[config.mk]
export PLATFORM = sky130hd
export DESIGN_NAME = imem_arb
export DESIGN_NICKNAME = d
export VERILOG_FILES = /design/src/rtl/imem_pkg.sv /design/src/rtl/imem_arb.sv
export SDC_FILE = /design/constraint.sdc
export NUM_CORES = 1
export LEC_CHECK = 0
export ABC_AREA = 1
export CORE_MARGIN = 1
export CORE_UTILIZATION = 27
export CTS_CLUSTER_DIAMETER = 150
export CTS_CLUSTER_SIZE = 30
export DETAILED_ROUTE_END_ITERATION = 8
export GPL_TIMING_DRIVEN = 1
export REMOVE_ABC_BUFFERS = 1
export SLEW_MARGIN = 40
export SYNTH_ARGS = -nofsm -noshare
export SYNTH_HDL_FRONTEND = slang
export SYNTH_SLANG_ARGS = --single-unit
export TNS_END_PERCENT = 100
[constraint.sdc]
create_clock -name clk -period 5.3 [get_ports clk]
set_input_delay 1.59 -clock clk [delete_from_list [all_inputs] [get_ports clk]]
set_output_delay 1.59 -clock clk [all_outputs]
set_load 0.1 [all_outputs]
[src/rtl/imem_pkg.sv]
// Shared definitions for the instruction-memory arbiter: default memory
// geometry, starvation default and the access-state encoding.
package imem_pkg;

    localparam int IM_AW          = 11;
    localparam int IM_DEPTH       = 1 << IM_AW;
    localparam int IM_DW          = 16;
    localparam int STARVE_MAX_DEF = 4;

    typedef enum logic [1:0] {
        IDLE  = 2'd0,
        FETCH = 2'd1,
        LD_RD = 2'd2,
        LD_WR = 2'd3
    } imem_state_e;

endpackage

[src/rtl/imem_arb.sv]
// Single-port instruction-memory arbiter between CPU fetch and program loader.
// Grants are combinational; read data returns one cycle after the grant.
//
// state | meaning
// IDLE  | no memory access this cycle
// FETCH | CPU read issued this cycle
// LD_RD | loader readback issued this cycle
// LD_WR | loader write issued this cycle
module imem_arb
    import imem_pkg::*;
#(
    parameter int STARVE_MAX = STARVE_MAX_DEF,
    parameter int AW         = IM_AW
) (
    input  logic              clk,
    input  logic              rst,

    input  logic              fetch_req,
    input  logic [AW-1:0]     fetch_addr,
    output logic              fetch_gnt,
    output logic              fetch_vld,
    output logic [IM_DW-1:0]  fetch_instr,

    input  logic              ld_req,
    input  logic              ld_we,
    input  logic [AW-1:0]     ld_addr,
    input  logic [IM_DW-1:0]  ld_wdata,
    output logic              ld_gnt,
    output logic              ld_vld,
    output logic [IM_DW-1:0]  ld_rdata,

    input  logic              ld_lock,
    output logic              cpu_stall,

    output logic [AW-1:0]     mem_addr,
    output logic              mem_rd_en,
    output logic              mem_wr_en,
    output logic [IM_DW-1:0]  mem_wdata,
    input  logic [IM_DW-1:0]  mem_rdata
);

    localparam int CW = $clog2(STARVE_MAX + 1);
    localparam logic [CW-1:0] STARVE_LIM = CW'(STARVE_MAX);

    imem_state_e       state_q, state_d;
    logic [CW-1:0]     starve_cnt_q, starve_cnt_d;
    logic [IM_DW-1:0]  fetch_instr_q, fetch_instr_d;
    logic [IM_DW-1:0]  ld_rdata_q, ld_rdata_d;
    logic              ld_wins;

    always_comb begin
        state_d      = IDLE;
        ld_wins      = 1'b0;
        cpu_stall    = 1'b0;
        fetch_gnt    = 1'b0;
        ld_gnt       = 1'b0;
        mem_addr     = '0;
        mem_rd_en    = 1'b0;
        mem_wr_en    = 1'b0;
        mem_wdata    = '0;
        starve_cnt_d = starve_cnt_q;

        // Nothing is granted while reset is held, so no access can be in flight.
        if (!rst) begin
            ld_wins = ld_req && (ld_lock || (starve_cnt_q == STARVE_LIM));
            if (fetch_req && !ld_lock && !ld_wins) begin
                state_d = FETCH;
            end else if (ld_req) begin
                state_d = ld_we ? LD_WR : LD_RD;
            end
            cpu_stall = ld_lock || (fetch_req && (state_d != FETCH));
        end

        case (state_d)
            FETCH: begin
                fetch_gnt = 1'b1;
                mem_rd_en = 1'b1;
                mem_addr  = fetch_addr;
            end
            LD_RD: begin
                ld_gnt    = 1'b1;
                mem_rd_en = 1'b1;
                mem_addr  = ld_addr;
            end
            LD_WR: begin
                ld_gnt    = 1'b1;
                mem_wr_en = 1'b1;
                mem_addr  = ld_addr;
                mem_wdata = ld_wdata;
            end
            default: ;
        endcase

        // Counts fetch wins while the loader is waiting; saturates at the limit.
        if (!ld_req || ld_gnt) begin
            starve_cnt_d = '0;
        end else if (fetch_gnt && (starve_cnt_q != STARVE_LIM)) begin
            starve_cnt_d = starve_cnt_q + CW'(1);
        end
    end

    // The memory samples on the falling edge, so mem_rdata is settled by the
    // rising edge that closes the grant cycle.
    always_comb begin
        fetch_instr_d = fetch_instr_q;
        ld_rdata_d    = ld_rdata_q;
        if (state_d == FETCH) begin
            fetch_instr_d = mem_rdata;
        end
        if (state_d == LD_RD) begin
            ld_rdata_d = mem_rdata;
        end
    end

    always_ff @(posedge clk or posedge rst) begin
        if (rst) begin
            state_q       <= IDLE;
            starve_cnt_q  <= '0;
            fetch_instr_q <= '0;
            ld_rdata_q    <= '0;
        end else begin
            state_q       <= state_d;
            starve_cnt_q  <= starve_cnt_d;
            fetch_instr_q <= fetch_instr_d;
            ld_rdata_q    <= ld_rdata_d;
        end
    end

    assign fetch_vld   = (state_q == FETCH);
    assign ld_vld      = (state_q == LD_RD);
    assign fetch_instr = fetch_instr_q;
    assign ld_rdata    = ld_rdata_q;

endmodule

==> run metrics <==
H-tree levels=2; # Post-CTS Setup Buffers=0; Initial Util=0.2793; total gr overflow=0; most common cell after layout, fill and taps aside=nand2_1; IO buf count=125; CP Launch Type=input pin; DR vias/cell=4.240; Clock power frac=0.189; Max Fclk=0.1960 GHz; crit path DAT=3510 ps; share of the synthesized area in the top cell type=0.4571; first-pass GRT wire length=9177 µm; final instance area=0.003633 mm²; initial antenna violation count=0; Layout Nets=421; Ys Warns=0; slowest stage delay, CP=580 ps; row cnt=31; switching share of power=0.5035; worst path buffer plus inverter count=2; Worst Reg-to-Reg Cells=9; largest net degree at the start of global routing=21; Cell Chain, Critical Path=clkdlybuf4s50_1 > nand3_1 > nand3_1 > nand2_1 > nand2_1 > ha_1 > a21oi_1 > buf_12; Critical Path Sink Type=output port; status=finished clean; pre-CTS WS=152.0 ps; final worst slack=198.1 ps; vias in the first global route=1,834; drt first pass iters=4; final wirelength=5860 µm; Slew Limit Fails=0; # setup viols final=0; Rel. slew slack=0.5720; critical path type=in -> out; WP data required=3710 ps; critical path's top delay family=buffers and inverters; Comb power frac=0.534; CP max-delay cell=ha_1; Leak Pwr=1.793 nW; NetSw=0.0006565 W; Netlist cell types=20; clk_skew=3.508 ps; CTS Hold Bufs=0; Syn Inst Count=227; Placed Area=0.003498 mm²; syn_area_per_cell=8.924 µm²; Die Area=0.007853 mm²; Yosys reg bits=37; crit-path max FO=11; CTS buffer count=5; power per cell area=358.9 mW/mm²; Hold Crit Class=reg -> reg; Synth area leader=dfrtp_1; placed insts=447; non-filler cells, final=455; cells resized by post-CTS repair=0; final cycle utilization of the critical path=0.9626; RSZ-0062 raised after global routing=false; CTS tree=built; Internal=0.0006475 W; die height=88.62 µm; Clock Latency Late Sink=280 ps; routed vias=1,929; TNS Setup=0 ps; synthesis-to-layout area growth=79.37%; ANT cells=0; Synth Cell Area=0.002026 mm²; hold path depth=2; crit path time final=5102 ps; Routed WL per cell=12.88 µm; deepest clock path buffer count=2; Synth area leaders=dfrtp_1 46%, nand2_1 16%, mux2_4 10%; Placer Congestion=0.7772; core area=0.007253 mm²; layout cells sized above 1=0.3427; Finished Core Util=0.5009; Clock transition at path regs=70 ps; Post-DRT Antenna Nets=0; CTS root buf=clkbuf_8; most frequent cells in the layout=88 x nand2_1, 59 x clkdlybuf4s50_1, 37 x dfrtp_1, 34 x buf_2, 31 x buf_12; Final Hold Fails=0; GRT Total Usage=0.1533; DR iter-0 viols=112; Maximum Capacitance Violations=0; worst-margin pin slew=642.0 ps; register area share after synthesis=0.4571; Ports=126; WP depth=8; DRC viols=0; Layout fillers=693; worst-case vdd ir drop=0.2550 mV; Flop pwr share=0.277; Num Clock Sinks=37; chip width=88.62 µm; DP Wirelength=4517 µm
sequential cells by signal (all words and copies together), names as in the netlist:
signal / flops
fetch_instr: 16
ld_rdata: 16
starve_cnt_q: 3
state_q: 2
cell usage after synthesis (all sizes together):
cell   instances
nand2         98
dfrtp         37
inv           28
mux2          16
a21oi         14
buf           12
nand3          8
ha             6
nor2           4
nand4          3
a31oi          1
routing by layer:
metal  part of all wire  GRT usage  routed length (µm)  up-vias
met5                  0          0                   0        -
met1               0.43     0.1851                2499      905
met2               0.50     0.2692                2916       67
met4              0.012    0.04545                  73        0
met3              0.063    0.03825                 370        9
li1                   -          -                   -      948
path summary, 6_finish.rpt:
check / slack [ps] / startpoint / end
min in group asynchronous: 1750 / rst / ld_rdata[1]
worst min register to register: 470 / ld_rdata[2] / ld_rdata[2]
worst max-delay path: 200 / ld_req / mem_addr[0]
worst min-delay path: 470 / ld_rdata[2] / ld_rdata[2]
worst max register to register: 2810 / starve_cnt_q[0] / fetch_instr[13]
max in group asynchronous: 3330 / rst / starve_cnt_q[0]
cell families (layout without fill, tap and decap cells):
kind of cell               count (synthesis)  count (layout)  synth area share
DFF                                       37              37            0.4571
adders and majority gates                  6               6           0.03706
and+or+nand+nor                          113             113            0.2329
muxes                                     16              16            0.1149
buffers and inverters                     40             169            0.1038
AOI/OAI and AO/OA                         15              15           0.05436
worst reg2reg max path, cell delays in order (launching register included):
cell and delay, ps:
dfrtp_1 380, inv_1 70, ha_1 240, nand3_1 160, nand3_1 110, nand3_1 110
ha_2 410, buf_4 210, buf_4 310, mux2_2 380
power by group through the flow:
stage                     Clock [W]  Combinational (W)  Sequential (W)
final                      0.000247           0.000696        0.000361
after global routing       0.000266           0.000722        0.000368
after CTS                  0.000255           0.000699        0.000362
after detailed placement          0           0.000698        0.000365
after global placement            0           0.000743        0.000366
after floorplan                   0           0.000167        0.000729
metrics by stage:
stage / hold WS, ps / power [W]
6_report: 470.9 / 0.001304
5_1_grt: 505.6 / 0.001355
4_1_cts: 473.7 / 0.001315
3_5_place_dp: 453.9 / 0.001063
3_3_place_gp: 452.5 / 0.001110
2_1_floorplan: 523.9 / 0.0008955
cell type report:
type / instances / area, µm² / area share
Clock inverter: 1 / 30.03 / 0.008264
Clock buffer: 7 / 86.33 / 0.02376
Tap cell: 99 / 123.9 / 0.03409
Multi-Input combinational cell: 150 / 910.9 / 0.2507
Timing Repair Buffer: 133 / 1449 / 0.3988
Sequential cell: 37 / 925.9 / 0.2548
Inverter: 28 / 107.6 / 0.02961
(Power assumes the default switching activity.)
